===== src/rtl/median_frame_ctrl.sv =====
`default_nettype none
// ============================================================================
// Module      : median_frame_ctrl
// Description : Frame sequencer for the 3x3 median path. Holds the xy counter
//               back until the line buffers are primed, flushes the pipeline
//               with pad beats at frame end, flags border pixels and reports
//               frame completion.
// Revision    : 1.0 - initial release
// ============================================================================
module median_frame_ctrl #(
    parameter int imwidth  = 640,
    parameter int imheight = 480,
    parameter int x_bit    = 10,
    parameter int y_bit    = 10,
    parameter int LAT      = 641,
    parameter int LAT_BIT  = 11,
    parameter int PIX_BIT  = 19
) (
    input  logic             clk,
    input  logic             rst,
    input  logic             sof_in,
    input  logic             datavalid_in,
    input  logic [x_bit-1:0] x,
    input  logic [y_bit-1:0] y,
    output logic             lat_end,
    output logic             dv_out,
    output logic             pad_sel,
    output logic             border,
    output logic             busy,
    output logic             frame_done,
    output logic             err_sof
);

    typedef enum logic [1:0] {
        S_IDLE  = 2'd0,
        S_FILL  = 2'd1,
        S_RUN   = 2'd2,
        S_FLUSH = 2'd3
    } state_t;

    localparam logic [PIX_BIT-1:0] C_PIX_LAST = PIX_BIT'(imwidth * imheight - 1);
    localparam logic [LAT_BIT-1:0] C_LAT_LAST = LAT_BIT'(LAT - 1);
    localparam logic [x_bit-1:0]   C_X_LAST   = x_bit'(imwidth - 1);
    localparam logic [y_bit-1:0]   C_Y_LAST   = y_bit'(imheight - 1);
    // With a one-beat latency the first pixel already primes the window.
    localparam state_t             C_START_ST = (LAT == 1) ? S_RUN : S_FILL;

    state_t             state_q, state_d;
    logic [LAT_BIT-1:0] fill_cnt_q, fill_cnt_d;
    logic [LAT_BIT-1:0] flush_cnt_q, flush_cnt_d;
    logic [PIX_BIT-1:0] pix_cnt_q, pix_cnt_d;
    logic               frame_done_q, frame_done_d;
    logic               err_sof_q, err_sof_d;
    logic               w_start;

    assign w_start = sof_in & datavalid_in;

    // Status outputs decode straight from the state register.
    assign lat_end    = (state_q == S_RUN) | (state_q == S_FLUSH);
    assign pad_sel    = (state_q == S_FLUSH);
    assign dv_out     = ((state_q == S_RUN) & datavalid_in) | (state_q == S_FLUSH);
    assign busy       = (state_q != S_IDLE);
    assign border     = dv_out & ((x == '0) | (x == C_X_LAST) |
                                  (y == '0) | (y == C_Y_LAST));
    assign frame_done = frame_done_q;
    assign err_sof    = err_sof_q;

    // State register and counters; async active-low reset returns to IDLE.
    always_ff @(posedge clk or negedge rst) begin
        if (!rst) begin
            state_q      <= S_IDLE;
            fill_cnt_q   <= '0;
            flush_cnt_q  <= '0;
            pix_cnt_q    <= '0;
            frame_done_q <= 1'b0;
            err_sof_q    <= 1'b0;
        end else begin
            state_q      <= state_d;
            fill_cnt_q   <= fill_cnt_d;
            flush_cnt_q  <= flush_cnt_d;
            pix_cnt_q    <= pix_cnt_d;
            frame_done_q <= frame_done_d;
            err_sof_q    <= err_sof_d;
        end
    end

    // Next-state logic: priming, pixel run, pad flush and mid-frame restarts.
    always_comb begin
        state_d      = state_q;
        fill_cnt_d   = fill_cnt_q;
        flush_cnt_d  = flush_cnt_q;
        pix_cnt_d    = pix_cnt_q;
        frame_done_d = 1'b0;
        err_sof_d    = err_sof_q;

        if (w_start) begin
            // A start beat is always pixel 1 of a fresh frame; mid-frame it
            // abandons the current frame without a done pulse.
            if (state_q != S_IDLE) begin
                err_sof_d = 1'b1;
            end
            state_d     = C_START_ST;
            fill_cnt_d  = LAT_BIT'(1);
            pix_cnt_d   = PIX_BIT'(1);
            flush_cnt_d = '0;
        end else begin
            case (state_q)
                S_FILL: begin
                    if (datavalid_in) begin
                        fill_cnt_d = fill_cnt_q + LAT_BIT'(1);
                        pix_cnt_d  = pix_cnt_q + PIX_BIT'(1);
                        if (fill_cnt_q == C_LAT_LAST) begin
                            state_d = S_RUN;
                        end
                    end
                end
                S_RUN: begin
                    if (datavalid_in) begin
                        pix_cnt_d = pix_cnt_q + PIX_BIT'(1);
                        if (pix_cnt_q == C_PIX_LAST) begin
                            state_d     = S_FLUSH;
                            flush_cnt_d = '0;
                        end
                    end
                end
                S_FLUSH: begin
                    // One pad beat per cycle; input beats are dropped.
                    flush_cnt_d = flush_cnt_q + LAT_BIT'(1);
                    if (flush_cnt_q == C_LAT_LAST) begin
                        state_d      = S_IDLE;
                        frame_done_d = 1'b1;
                    end
                end
                default: begin
                    state_d = state_q;
                end
            endcase
        end
    end

endmodule
`default_nettype wire

===== config.mk =====
export PLATFORM = sky130hd
export DESIGN_NAME = median_frame_ctrl
export DESIGN_NICKNAME = d
export VERILOG_FILES = /design/src/rtl/median_frame_ctrl.sv
export SDC_FILE = /design/constraint.sdc
export NUM_CORES = 1
export LEC_CHECK = 0
export CAP_MARGIN = 20
export CORE_MARGIN = 2
export CORE_UTILIZATION = 55
export CTS_CLUSTER_DIAMETER = 40
export DETAILED_ROUTE_END_ITERATION = 8
export GPL_TIMING_DRIVEN = 0
export PLACE_DENSITY_LB_ADDON = 0.08
export SYNTH_ARGS = -nofsm -noshare
export SYNTH_HDL_FRONTEND = slang
export SYNTH_SLANG_ARGS = --single-unit

===== constraint.sdc =====
create_clock -name clk -period 4.6 [get_ports clk]
set_input_delay 0.46 -clock clk [delete_from_list [all_inputs] [get_ports clk]]
set_output_delay 0.46 -clock clk [all_outputs]
set_load 0.01 [all_outputs]

==> results of run 1 <==
==> repair_timing <==
| item | 4_1_cts | 5_1_grt |
|---|---|---|
| hold buffers | 1 | 0 |
| hold endpoints to repair | 6 | 0 |
| resized for setup | 0 | 0 |
==> metrics by stage <==
stage | hold WS [ns] | instances | total power [W]
finish | 0.458 | 379 | 0.00114
floorplan | 0.164 | 288 | 0.000764
CTS | 0.464 | 379 | 0.00116
global placement | 0.439 | 369 | 0.000898
global route | 0.512 | 379 | 0.00123
detailed placement | 0.312 | 370 | 0.000911
==> routing by layer <==
layer  vias to the layer above  part of all wire [%]  GRT usage [%]
met5                         -                     0              0
met4                         0                   1.0           5.56
met3                         5                   5.0           5.28
met2                        44                    45           33.5
met1                      1009                    49           29.1
li1                       1100                     -              -
==> sequential cells by signal (all words and copies together), names as in the netlist <==
| name | count |
|---|---|
| err_sof | 1 |
| fill_cnt_q | 11 |
| flush_cnt_q | 11 |
| frame_done | 1 |
| pix_cnt_q | 19 |
| state_q | 2 |
==> synthesized netlist by cell type, types with 2 or more instances <==
library cell	count	area [µm²]
a21oi_1	13	65.1
a31oi_1	4	25.0
and2_1	2	12.5
and3_1	9	56.3
buf_1	4	15.0
buf_2	4	20.0
dfrtp_1	45	1130
ha_1	10	125
inv_1	12	45.0
nand2_1	28	105
nand3_1	9	45.0
nand4_1	16	100
nor2_1	38	143
nor2b_1	2	12.5
nor3_1	4	20.0
nor3b_1	2	15.0
nor4_1	6	37.5
nor4_2	2	25.0
nor4b_1	3	26.3
o21a_1	5	37.5
o21ai_0	18	90.1
o21ai_1	7	35.0
o22ai_1	3	18.8
or3_1	4	25.0
xnor2_1	5	43.8
xor2_1	14	123
==> cells by family (layout without fill, tap and decap cells) <==
family | after synthesis | after routing
DFF | 45 | 45
AOI/OAI and AO/OA | 58 | 58
muxes | 2 | 2
xor gates and xnor gates | 19 | 19
and+or+nand+nor | 132 | 132
buffers and inverters | 22 | 61
adders and majority gates | 10 | 10
==> layout by cell type (no fill, tap or decap), types with 2 or more instances in the layout <==
cell / count
dfrtp_1: 45
o21a_1: 5
nor4_2: 2
buf_2: 5
nand3_1: 9
clkdlybuf4s50_1: 28
nor2b_1: 2
nor3_1: 4
clkbuf_1: 2
and2_1: 2
nor4_1: 6
nand2_1: 28
o21ai_1: 7
buf_1: 4
xnor2_1: 5
nand4_1: 16
clkinv_2: 2
nor4b_1: 3
clkbuf_8: 5
or3_1: 4
and3_1: 9
ha_1: 10
a21oi_1: 13
nor3b_1: 2
o21ai_0: 18
xor2_1: 14
inv_1: 12
o22ai_1: 3
nor2_1: 38
a31oi_1: 4
==> worst paths after layout <==
check                            endpoint       start
min reg2reg                       err_sof     err_sof
max in group asynchronous    pix_cnt_q[1]         rst
min in group asynchronous  flush_cnt_q[0]         rst
max                                border        x[0]
max reg2reg                 pix_cnt_q[18]  state_q[0]
min                               err_sof     err_sof
==> critical path: cells and delay by family <==
kind            cells  cell delay (ns)
buf+inv             2             0.95
compound gates      2             0.24
simple gates        2             0.46
==> power groups by stage <==
stage          combinational [W]  sequential, W  clock, W
3_5_place_dp            0.000415       0.000497         0
2_1_floorplan           0.000280       0.000484         0
4_1_cts                 0.000417       0.000489  0.000250
6_report                0.000412       0.000489  0.000239
3_3_place_gp            0.000403       0.000495         0
5_1_grt                 0.000469       0.000497  0.000263
==> layout make-up <==
class	instances	share of cell area, %
clock buffer	6	2.39
inverter	12	1.48
clock inverter	2	0.330
tap	52	2.14
multi-input combinational	221	44.7
timing repair buffer	31	10.4
sequential	45	37.1
buffer	10	1.52
==> qor.csv, run 1 <==
stage,metric,value,unit
clock_tree,CTS tree,built,
yosys,Main synth FF type,dfrtp_1,
place,hpwl dp,3.71,mm
clock_tree,CTS buffer count,5,
drt,DR pass1 iterations,4,
layout,Ant. Diodes,0,
layout,nets,360,
timing,RSZ-0062 raised after global routing,false,
timing,max-slew violations,0,
critical_path,Critical Path Most Common Cell,clkdlybuf4s50_1,
critical_path,worst-path fanout max,2,
critical_path,slowest CP cell,clkdlybuf4s50_1,
critical_path,CP required,4.14,ns
layout,multi-input logic area,0.00136,mm²
clock_tree,root buf cell,clkbuf_8,
critical_path,crit path launch type,primary input,
yosys,number of synthesis warnings,0,
critical_path,R2R depth,8,
yosys,synthesized area per cell,8.94,µm²
power_and_ir_drop,P_sw,0.000412,W
clock_tree,Worst-Skew Late Latency,0.30,ns
yosys,number of synthesized flops with an enable pin,0,
outcome,status,finished clean,
global_routing,gr ovfl total,0,
yosys,post-synth net total,322,
critical_path,CP arrival,2.11,ns
yosys,Synth cell types,45,
yosys,compound-cell area share of the yosys netlist,13.5,%
timing,relative slew slack,57.0,%
yosys,Post-Synth Simple-Gate Area,27.1,%
timing,Final Cycle Share,55.8,%
yosys,post-synthesis sequential area ratio,43.8,%
timing,setup ws final,2.03,ns
yosys,Synth Area in XOR/XNOR,6.47,%
place,Place WS,2.03,ns
power_and_ir_drop,Logic pwr share,36.2,%
drt,DR iter-0 viols,110,
critical_path,slowest cell delay on critical path,0.52,ns
layout,fraction of layout instances using a drive strength above 1,7.34,%
power_and_ir_drop,Pwr Density,376,mW/mm²
layout,Final Core Density,68.3,%
critical_path,"critical path, cell by cell",clkdlybuf4s50_1 -> nor4_1 -> a21oi_1 -> nor3_1 -> o21a_1 -> clkdlybuf4s50_1,
yosys,Post-Syn Instances,288,
timing,final setup fails,0,
die,height of the die,72.4,µm
power_and_ir_drop,Max IR drop VDD,0.000250,V
die,Rows,24,
timing,worst clock skew,0.00765,ns
place,GPL Wtd Cong,0.804,
layout,area grow syn2layout,18.0,%
drt,Routed WL per cell,13.7,µm
global_routing,initial antenna violation count,0,
power_and_ir_drop,Net Sw Frac,36.1,%
die,Initial Util,57.9,%
timing,actual slew at the worst max-slew pin,0.638,ns
min_path,worst hold path type,flop to flop,
layout,Fillers,367,
yosys,ys async rst share,100,%
layout,FF+latch area,0.00113,mm²
drt,Vias/cell,5.69,
drt,DRC,0,
clock_tree,setup bufs post-CTS,0,
yosys,synthesized flop and latch total,45,
timing,final hold vios,0,
yosys,Netlist Area Pre-Place,0.00257,mm²
global_routing,pin count of the biggest net entering global routing,40,
clock_tree,# H-tree levels,2,
power_and_ir_drop,Flop pwr share,42.9,%
place,Placed Area,0.00294,mm²
drt,remaining antenna violation count,0,
run,max-capacitance violation count,0,
yosys,Synth Area in Adders,4.86,%
power_and_ir_drop,Clk network pwr share,21.0,%
timing,minimum clock period,2.57,ns
die,DIE WIDTH,72.4,µm
clock_tree,clock-pin slew on the worst setup and hold paths,0.09,ns
clock_tree,clock sink count,45,
critical_path,kind of critical path,primary input to output pin,
die,Die Footprint,0.00524,mm²
timing,TNS Setup,0,ns
critical_path,FF-to-FF setup slack,2.32,ns
place,Port Buf Inserts,29,
power_and_ir_drop,Pint,0.000729,W
die,Core ar.,0.00444,mm²
drt,via count,2158,
clock_tree,clk buf depth,2,
yosys,mux cell area share after synthesis,0.826,%
critical_path,Setup crit end kind,output pin,
drt,final wirelength,5.21,mm
global_routing,number of global-route vias before repair,1956,
yosys,main combinational cell family by area after synthesis,simple AND/OR/NAND/NOR gates,
timing,fmax,389,MHz
power_and_ir_drop,LEAKAGE,1.28,nW
layout,cell area after layout,0.00304,mm²
die,IO Pins,31,
global_routing,GRT Total Usage,21.1,%
min_path,hold depth,1,
global_routing,first-pass GRT wire length,8.74,mm
Note: power is estimated with default switching activity, not from simulation.
==> run 2: changes to the inputs <==
==> constraint.sdc (replaced) <==
create_clock -name clk -period 2.51 [get_ports clk]
set_input_delay 0.251 -clock clk [delete_from_list [all_inputs] [get_ports clk]]
set_output_delay 0.251 -clock clk [all_outputs]
set_load 0.01 [all_outputs]
==> results of run 2 <==
The final DEF is identical to that of run 1. Status: finished clean.
Among the figures that moved: setup slack after placement 2.03 ns -> 0.215 ns; setup slack after layout 2.03 ns -> 0.235 ns; hold slack 0.458 ns -> 0.318 ns; start point of the critical path x[0] -> state_q[0]; end point of the critical path border -> pix_cnt_q[18]; register-to-register setup slack 2.32 ns -> 0.23 ns; total power 0.00114 W -> 0.00209 W; worst IR drop on VDD 0.000250 V -> 0.000458 V
==> run 3: changes to the inputs <==
--- a/config.mk
+++ b/config.mk
@@ -5,6 +5,7 @@
 export SDC_FILE = /design/constraint.sdc
 export NUM_CORES = 1
 export LEC_CHECK = 0
+export ABC_CLOCK_PERIOD_IN_PS = 2510
 export CAP_MARGIN = 20
 export CORE_MARGIN = 2
 export CORE_UTILIZATION = 55
==> results of run 3 <==
The final DEF is identical to that of run 1. Status: finished clean.
Among the figures that moved: setup slack after placement 2.03 ns -> 0.215 ns; setup slack after layout 2.03 ns -> 0.235 ns; hold slack 0.458 ns -> 0.318 ns; start point of the critical path x[0] -> state_q[0]; end point of the critical path border -> pix_cnt_q[18]; register-to-register setup slack 2.32 ns -> 0.23 ns; total power 0.00114 W -> 0.00209 W; worst IR drop on VDD 0.000250 V -> 0.000458 V
